$ cat src/rtl/uart_pkg.sv
// Shared types and helpers for the UART transmit arbiter.
// Latency: n/a (declarations and a combinational helper function only).
// Backpressure: n/a.
package uart_pkg;

    localparam int UART_DATA_W = 8;
    localparam int RR_MAX      = 8;   // widest requester vector next_rr handles

    typedef enum logic [1:0] {
        IDLE,
        START,
        WAIT,
        ACK
    } arb_state_t;

    // Round-robin pick: first set bit of req searching upward from last+1,
    // wrapping modulo n. n is a constant at every call site, so the modulo
    // folds away in synthesis. Returns last when no bit is set.
    function automatic logic [2:0] next_rr(input logic [RR_MAX-1:0] req,
                                           input logic [2:0]        last,
                                           input int unsigned       n);
        logic [2:0] sel;
        logic       found;
        logic [2:0] idx;
        sel   = last;
        found = 1'b0;
        for (int unsigned i = 1; i <= RR_MAX; i++) begin
            idx = 3'((32'(last) + i) % n);
            if (!found && (i <= n) && req[idx]) begin
                sel   = idx;
                found = 1'b1;
            end
        end
        return sel;
    endfunction

endpackage

$ cat src/rtl/uart_sync.sv
// Single-bit multi-flop synchroniser for transmitter status into i_clk.
// Latency: SYNC_STAGES i_clk cycles from i_d to o_q.
// Backpressure: none; samples every cycle.
// Ports: i_clk clock, i_rst sync active-high clear, i_d async input, o_q synced output.
module uart_sync #(
    parameter int SYNC_STAGES = 2
) (
    input  logic i_clk,
    input  logic i_rst,
    input  logic i_d,
    output logic o_q
);

    logic [SYNC_STAGES-1:0] sync_q;

    always_ff @(posedge i_clk) begin
        if (i_rst) begin
            sync_q <= '0;
        end else begin
            sync_q[0] <= i_d;
            for (int i = 1; i < SYNC_STAGES; i++) begin
                sync_q[i] <= sync_q[i-1];
            end
        end
    end

    assign o_q = sync_q[SYNC_STAGES-1];

endmodule

$ cat src/rtl/uart_tx_arbiter.sv
// Round-robin arbiter sharing one uart_tx among NUM_REQ byte requesters.
// Latency: grant + start on the first edge after a request in IDLE; ack one cycle after tx completion is seen.
// Backpressure: requesters hold i_req until o_ack; START holds start/data until the synced busy is seen.
// Ports: i_clk/i_arb_rst (sync, active-high); i_req/i_req_data requester side; o_ack/o_grant_id/o_arb_busy/
//        o_arb_timeout status; o_start_bit/o_tx_data and i_tx_busy/i_tx_done (tx clock domain) to uart_tx.
// Optional: define UART_ARB_TIMEOUT_EN to abort a transfer after TIMEOUT_CYCLES in START/WAIT.
module uart_tx_arbiter
    import uart_pkg::*;
#(
    parameter int NUM_REQ        = 4,
    parameter int SYNC_STAGES    = 2,
    parameter int TIMEOUT_CYCLES = 65535
) (
    input  logic                         i_clk,
    input  logic                         i_arb_rst,
    input  logic [NUM_REQ-1:0]           i_req,
    input  logic [NUM_REQ*UART_DATA_W-1:0] i_req_data,
    output logic [NUM_REQ-1:0]           o_ack,
    output logic [$clog2(NUM_REQ)-1:0]   o_grant_id,
    output logic                         o_arb_busy,
    output logic                         o_arb_timeout,
    output logic                         o_start_bit,
    output logic [UART_DATA_W-1:0]       o_tx_data,
    input  logic                         i_tx_busy,
    input  logic                         i_tx_done
);

    localparam int ID_W = $clog2(NUM_REQ);

    arb_state_t             state_q, state_d;
    logic [ID_W-1:0]        grant_q, grant_d;
    logic [ID_W-1:0]        last_q, last_d;
    logic [UART_DATA_W-1:0] data_q, data_d;
    logic                   start_q, start_d;
    logic [RR_MAX-1:0]      req_pad;
    logic [ID_W-1:0]        win;
    logic                   busy_s;
    logic                   done_s;

    uart_sync #(.SYNC_STAGES(SYNC_STAGES)) u_sync_busy (
        .i_clk (i_clk),
        .i_rst (i_arb_rst),
        .i_d   (i_tx_busy),
        .o_q   (busy_s)
    );

    uart_sync #(.SYNC_STAGES(SYNC_STAGES)) u_sync_done (
        .i_clk (i_clk),
        .i_rst (i_arb_rst),
        .i_d   (i_tx_done),
        .o_q   (done_s)
    );

    assign req_pad = RR_MAX'(i_req);

`ifdef UART_ARB_TIMEOUT_EN
    logic [15:0] tmo_cnt_q, tmo_cnt_d;
    logic        tmo_q, tmo_d;
    logic        tmo_hit;

    // The count reaches TIMEOUT_CYCLES on the edge that would take it there,
    // so the abort edge is exactly TIMEOUT_CYCLES edges after entering START.
    assign tmo_hit = (tmo_cnt_q == 16'(TIMEOUT_CYCLES - 1));
`else
    logic unused_timeout_cfg;
    assign unused_timeout_cfg = (TIMEOUT_CYCLES != 0);
`endif

    always_ff @(posedge i_clk) begin
        if (i_arb_rst) begin
            state_q <= IDLE;
            grant_q <= '0;
            last_q  <= ID_W'(NUM_REQ - 1);
            data_q  <= '0;
            start_q <= 1'b0;
`ifdef UART_ARB_TIMEOUT_EN
            tmo_cnt_q <= '0;
            tmo_q     <= 1'b0;
`endif
        end else begin
            state_q <= state_d;
            grant_q <= grant_d;
            last_q  <= last_d;
            data_q  <= data_d;
            start_q <= start_d;
`ifdef UART_ARB_TIMEOUT_EN
            tmo_cnt_q <= tmo_cnt_d;
            tmo_q     <= tmo_d;
`endif
        end
    end

    always_comb begin
        state_d = state_q;
        grant_d = grant_q;
        last_d  = last_q;
        data_d  = data_q;
        start_d = start_q;
        win     = ID_W'(next_rr(req_pad, 3'(last_q), NUM_REQ));
`ifdef UART_ARB_TIMEOUT_EN
        tmo_cnt_d = tmo_cnt_q;
        tmo_d     = 1'b0;
`endif
        case (state_q)
            IDLE: begin
                if (|i_req) begin
                    grant_d = win;
                    data_d  = i_req_data[32'(win)*UART_DATA_W +: UART_DATA_W];
                    start_d = 1'b1;
                    state_d = START;
`ifdef UART_ARB_TIMEOUT_EN
                    tmo_cnt_d = '0;
`endif
                end
            end
            START: begin
`ifdef UART_ARB_TIMEOUT_EN
                tmo_cnt_d = tmo_cnt_q + 16'd1;
`endif
                // Level handshake: hold start until the transmitter's busy has
                // crossed into this domain, whatever the clock ratio.
                if (busy_s) begin
                    start_d = 1'b0;
                    state_d = WAIT;
                end
`ifdef UART_ARB_TIMEOUT_EN
                else if (tmo_hit) begin
                    start_d = 1'b0;
                    tmo_d   = 1'b1;
                    state_d = ACK;
                end
`endif
            end
            WAIT: begin
`ifdef UART_ARB_TIMEOUT_EN
                tmo_cnt_d = tmo_cnt_q + 16'd1;
`endif
                // A real completion in the same cycle as the deadline is
                // reported as a completion, not an abort.
                if (!busy_s || done_s) begin
                    state_d = ACK;
                end
`ifdef UART_ARB_TIMEOUT_EN
                else if (tmo_hit) begin
                    tmo_d   = 1'b1;
                    state_d = ACK;
                end
`endif
            end
            ACK: begin
                last_d  = grant_q;
                state_d = IDLE;
            end
            default: begin
                state_d = IDLE;
                start_d = 1'b0;
            end
        endcase
    end

    always_comb begin
        o_ack = '0;
        if (state_q == ACK) begin
            o_ack[grant_q] = 1'b1;
        end
    end

    assign o_grant_id  = grant_q;
    assign o_arb_busy  = (state_q != IDLE);
    assign o_start_bit = start_q;
    assign o_tx_data   = data_q;

`ifdef UART_ARB_TIMEOUT_EN
    assign o_arb_timeout = tmo_q;
`else
    assign o_arb_timeout = 1'b0;
`endif

endmodule
$ cat config.mk
export PLATFORM = sky130hd
export DESIGN_NAME = uart_tx_arbiter
export DESIGN_NICKNAME = d
export VERILOG_FILES = /design/src/rtl/uart_pkg.sv /design/src/rtl/uart_sync.sv /design/src/rtl/uart_tx_arbiter.sv
export SDC_FILE = /design/constraint.sdc
export NUM_CORES = 1
export LEC_CHECK = 0
export BUFFER_PORTS_ARGS = -buffer_cell sky130_fd_sc_hd__buf_4
export CAP_MARGIN = 20
export CORE_ASPECT_RATIO = 1.5
export CORE_MARGIN = 1.5
export CORE_UTILIZATION = 44
export CTS_CLUSTER_DIAMETER = 30
export DETAILED_ROUTE_END_ITERATION = 12
export HOLD_SLACK_MARGIN = 0.03
export PLACE_DENSITY = 0.76
export SLEW_MARGIN = 20
export SYNTH_ARGS = -nofsm -noshare
export SYNTH_HDL_FRONTEND = slang
export SYNTH_HIERARCHICAL = 1
export SYNTH_SLANG_ARGS = --single-unit
$ cat constraint.sdc
create_clock -name i_clk -period 2 [get_ports i_clk]
set_input_delay 0.4 -clock i_clk [delete_from_list [all_inputs] [get_ports i_clk]]
set_output_delay 0.4 -clock i_clk [all_outputs]
set_load 0.05 [all_outputs]
Word-level counts from Yosys, hierarchy flattened

Cells that the tools add are included.

Register bits: 19
Output and inout bits: 17

Add/sub/neg operators: 4
Magnitude comparators: 6
Equal/unequal tests: 6
Shift-type cells: 1
Multiplexer cells: 25
Reductions and logical operators: 16

Operators by type and width:

| operator                                                                            | count |
|---|---|
| 32-bit by 6-bit indexed part select with 8-bit output                               | 1 |
| 2-bit by 4-bit < comparator with 1-bit output, second input constant                | 4 |
| 2-bit two-way mux                                                                   | 7 |
| 1-bit two-way mux                                                                   | 10 |
| 1-bit binary-select mux with 2-bit select                                           | 4 |
| 2-bit one-hot mux with 4 select lines                                               | 1 |
| 3-bit AND reduction                                                                 | 2 |
| 2-bit by 1-bit adder with 2-bit output, second input constant                       | 2 |
| 2-bit adder, second input constant                                                  | 2 |
| 2-bit equality test, second input constant                                          | 2 |
| 1-bit logical AND                                                                   | 4 |
| 1-bit zero test                                                                     | 4 |
| 4-bit two-way mux                                                                   | 1 |
| 2-bit inequality test, second input constant                                        | 2 |
| 2-bit nonzero test                                                                  | 2 |
| 4-bit OR reduction                                                                  | 1 |
| 2-bit by 3-bit < comparator with 1-bit output, second input constant                | 1 |
| 1-bit demux with 2-bit select                                                       | 1 |
| 2-bit by 1-bit equality test with 1-bit output, second input constant               | 1 |
| 2-bit by 1-bit greater-or-equal comparator with 1-bit output, second input constant | 1 |
| 2-bit zero test                                                                     | 1 |
| 2-bit by 1-bit inequality test with 1-bit output, second input constant             | 1 |
| 1-bit one-hot mux with 2 select lines                                               | 1 |
| 2-bit AND reduction                                                                 | 1 |
| 1-bit logical OR                                                                    | 1 |

Logic depth before layout (Yosys ltp)

Word-level depth: 14
Mapped depth: 8

Hierarchy

Netlist, hierarchy kept.

Modules (own cells, without submodules):

| module          | instances | cells each | area an instance (um^2) | sequential area each (um^2) |
|---|---|---|---|---|
| uart_tx_arbiter | 1         | 108        | 960.9                   | 300.3 |
| uart_sync       | 2         | 4          | 52.6                    | 40.0 |

Worst setup path before layout

Ideal clock, no wire load.

Kind: register to output
From: reg state_q[0]
To: out o_ack[0]
Arrival time: 1.771 ns
Required time: 1.600 ns
Path slack: -0.171 ns
Cell stages (with the launch flop): 3
Cell sequence: dfxtp_1 -> ha_1 -> nor3b_1

Word-level cells in the longest chain between the ends: 2

Ends and longest elaborated chain:

| element                | line                   | RTL |
|---|---|---|
| start, declared        | uart_tx_arbiter.sv:30  | `arb_state_t state_q, state_d;` |
| start signal, assigned | uart_tx_arbiter.sv:81  | `state_q <= state_d;` |
| 2-bit equality test    | uart_tx_arbiter.sv:163 | `if (state_q == ACK) begin` |
| 4-bit two-way mux      | uart_tx_arbiter.sv:163 |  |
| end, declared          | uart_tx_arbiter.sv:18  | `output logic [NUM_REQ-1:0] o_ack,` |

Every way passes these cells.

Worst setup path after layout

Ends and elaborated chain as after synthesis.

==> results by group <==
Drt
  – DRC Markers: 0
  – Final WL: between 2 and 3 mm
  – Vias per cell: around 5.5
  – First-pass DRT Iterations: 4
  – Antenna Nets Post-Route: 0
  – DR WL met3: ~130 µm
  – Met2 routed WL: 1.38 mm
  – Highest metal used: met4
  – Via count: roughly 1000
  – DR iter-0 viols: 14
  – Routed wire per std cell: roughly 13 µm
  – Routed met1 length: approximately 900 µm

Yosys
  – Dominant cell type by area after synthesis: dfxtp_1
  – Most common cell in the netlist: mux2i_1
  – Mapped Nets: roughly 160
  – Post-synth top area share: 35.7%
  – Distinct cells, synth: 27
  – Ys Warns: 6
  – Compound-Gate Fraction of Synth Area: between 10% and 20%
  – Mux cell area share after synthesis: a little under a fifth
  – Seq/Total Area, Yosys: 35.7%
  – Post-Synth XOR/XNOR Area: 0%
  – Ys async rst share: 0%
  – Largest family of logic cells by synthesized area: simple AND/OR/NAND/NOR gates
  – Adder-Cell Fraction of Synth Area: under 10%
  – Post-synth top cells: mux2i_1 (20), dfxtp_1 (19), nand2_1 (14), o221ai_1 (8), inv_1 (7)
  – Synth Register Bits: 19
  – Synth area leaders: dfxtp_1 (36%), mux2i_1 (19%), o221ai_1 (6.6%)
  – EDFF count, synth: 0
  – Top FF cell, synth: dfxtp_1
  – Gate Count Post-Synth: between 100 and 150
  – Area share of and/or/nand/nor cells after synthesis: roughly a fifth
  – Avg Cell Area, Syn: 9.19 µm²
  – Mapped cell area: about 0.0011 mm²

Timing
  – FMAX: around 560 MHz
  – Final worst slack: about 230 ps
  – Final Cycle Share: between 80 and 90%
  – Pins over their slew limit: 0
  – Min cycle time layout: between 1500 and 2000 ps
  – Final setup viols: 0
  – Fin Setup TNS: 0 ps
  – Layout Skew: 7.44 ps
  – RSZ-0062 raised after global routing: false
  – Final Hold Fails: 0

Placement
  – Post-Place Setup Slack: ~46 ps
  – IO Port Bufs: 55
  – Dpl hpwl: about 2.1 mm
  – Placement-stage cell area: between 0.001 and 0.0015 mm²
  – Routability Congestion: around 0.72
  – Inst Count DP: about 190

Setup path
  – Crit path max fanout: 6
  – Reg-to-reg startpoint: last_q[1]
  – Kind of end point of the critical path: primary output
  – Worst setup SP type: register
  – Worst R2R Setup Slack: around 280 ps
  – Reg2reg end: o_tx_data[6]
  – Worst reg2reg path depth: 6
  – Arrival time at the worst endpoint: about 1400 ps
  – Critical path class: reg2out
  – CP endpoint: o_ack[0]
  – Crit path required time: roughly 1600 ps
  – Critical Path Start: state_q[0]

Outcome
  – Run status: complete, no violations

Final layout
  – # diodes: 0
  – Multi-input logic area: between 600 and 700 µm²
  – FILL cells: just over 200
  – Layout Nets: approximately 220
  – Fin area: ~0.0015 mm²
  – Syn-to-layout area delta: 41.2%
  – Layout cells sized above 1: between 30 and 40%
  – Seq. cell area: approximately 380 µm²
  – Non-Filler Instances: 192

Floorplanning
  – Total core area: 0.00226 mm²
  – Initial Utilization: approximately 47%
  – Die Wd: about 43 µm
  – DIE AREA: roughly 0.0027 mm²
  – Die span in y: roughly 63 µm
  – Number of top-level pins: 57
  – Row Count: 21

Global route
  – First-pass GRT wire length: between 4 and 5 mm
  – Grt ovf: 0
  – Total GRT Usage: 20.3%
  – Vias in the first global route: a little over 1000
  – Largest net degree at the start of global routing: 18
  – Initial antenna violation count: 0

Clock network
  – Post-CTS Setup Bufs: 0
  – CTS Buffer Depth: 2
  – CTS tree: done
  – Post-CTS sizing: 0
  – Worst skew pair latency: around 300 ps
  – CTS Buf Count: 3
  – Clock transition at path regs: roughly 100 ps
  – # clock sinks: 19
  – Htree depth: 1
  – Cts hold-fix bufs: 0
  – Root buf cell: clkbuf_4

Power
  – Flop pwr share: around a third
  – Pwr Density: around 1200 mW/mm²
  – Combinational power share: around 58%
  – Switch share: a little under half
  – P_leak: roughly 0.78 nW
  – Clk network pwr share: a little over a tenth
  – Peak supply drop: 0.725 mV
  – Psw: slightly below 0.9 mW
  – Power Internal: 0.966 mW

Min path
  – Worst Hold Launch: i_tx_done
  – Worst min path class: in2reg

Run
  – Max Cap Viol: 0
## metrics by stage
stage / util [%] / total power [mW] / hold slack [ps]
after floorplan: - / 1.38 / 414
after global placement: 65.4 / 1.62 / 416
after detailed placement: 65.4 / 1.65 / 432
after CTS: 66.6 / 1.85 / 298
after global routing: 66.6 / 1.95 / 300
final: 66.6 / 1.84 / 309
## registers in the layout, summed over array words and instances, names as in the netlist
register / count
last_q: 2
o_grant_id: 2
o_start_bit: 1
o_tx_data: 8
state_q: 2
u_sync_busy/sync_q: 2
u_sync_done/sync_q: 2
## power groups by stage
| stage | Clock (mW) | Sequential (mW) | Combinational [mW] |
|---|---|---|---|
| final | 0.194 | 0.582 | 1.06 |
| after global routing | 0.219 | 0.603 | 1.13 |
| after CTS | 0.202 | 0.584 | 1.06 |
| after detailed placement | 0 | 0.592 | 1.06 |
| after global placement | 0 | 0.587 | 1.04 |
| after floorplan | 0 | 0.857 | 0.521 |
## worst min-delay path by stage
stage / slack (ps) / to / depth (start not counted)
after floorplan: 410 / u_sync_busy/sync_q[1] / 1
after global placement: 420 / u_sync_busy/sync_q[1] / 1
after detailed placement: 430 / u_sync_done/sync_q[1] / 1
after CTS: 300 / u_sync_done/sync_q[0] / 2
after global routing: 300 / u_sync_done/sync_q[0] / 2
final: 310 / u_sync_done/sync_q[0] / 2
## critical path: stages (launching register included)
cell and delay, ps:
dfxtp_1 400, ha_1 280, nor3b_2 190, buf_4 210
## layout make-up
type	count	share of cell area [%]
multi-input combinational	83	40.6
timing repair buffer	56	28.8
sequential	19	25.3
tap	23	1.91
clock buffer	4	1.75
inverter	7	1.75
## per-layer routing
| layer | global-route usage, % | vias up |
|---|---|---|
| li1 | - | 514 |
| met1 | 21.3 | 484 |
| met2 | 36.6 | 42 |
| met3 | 3.15 | 9 |
| met4 | 11.4 | 0 |
| met5 | 0 | - |
## cells by family after synthesis
family / after synthesis
compound gates: 18
fa+ha+maj: 5
buf+inv: 14
flops: 19
mux: 20
other cells: 1
simple gates: 39
## layout by cell type, fill, tap and decap left out, drive strengths merged, types with 2 or more instances in the layout
cell type and n:
nor2b 4, mux2i 20, clkbuf 4, a21oi 4, inv 7, nor3 4
o211ai 2, dfxtp 19, buf 56, ha 5, nand2b 2, nand2 14
a31oi 2, o221ai 8, nor3b 2, nor2 7
No activity file was read; power rests on OpenSTA's default activity.
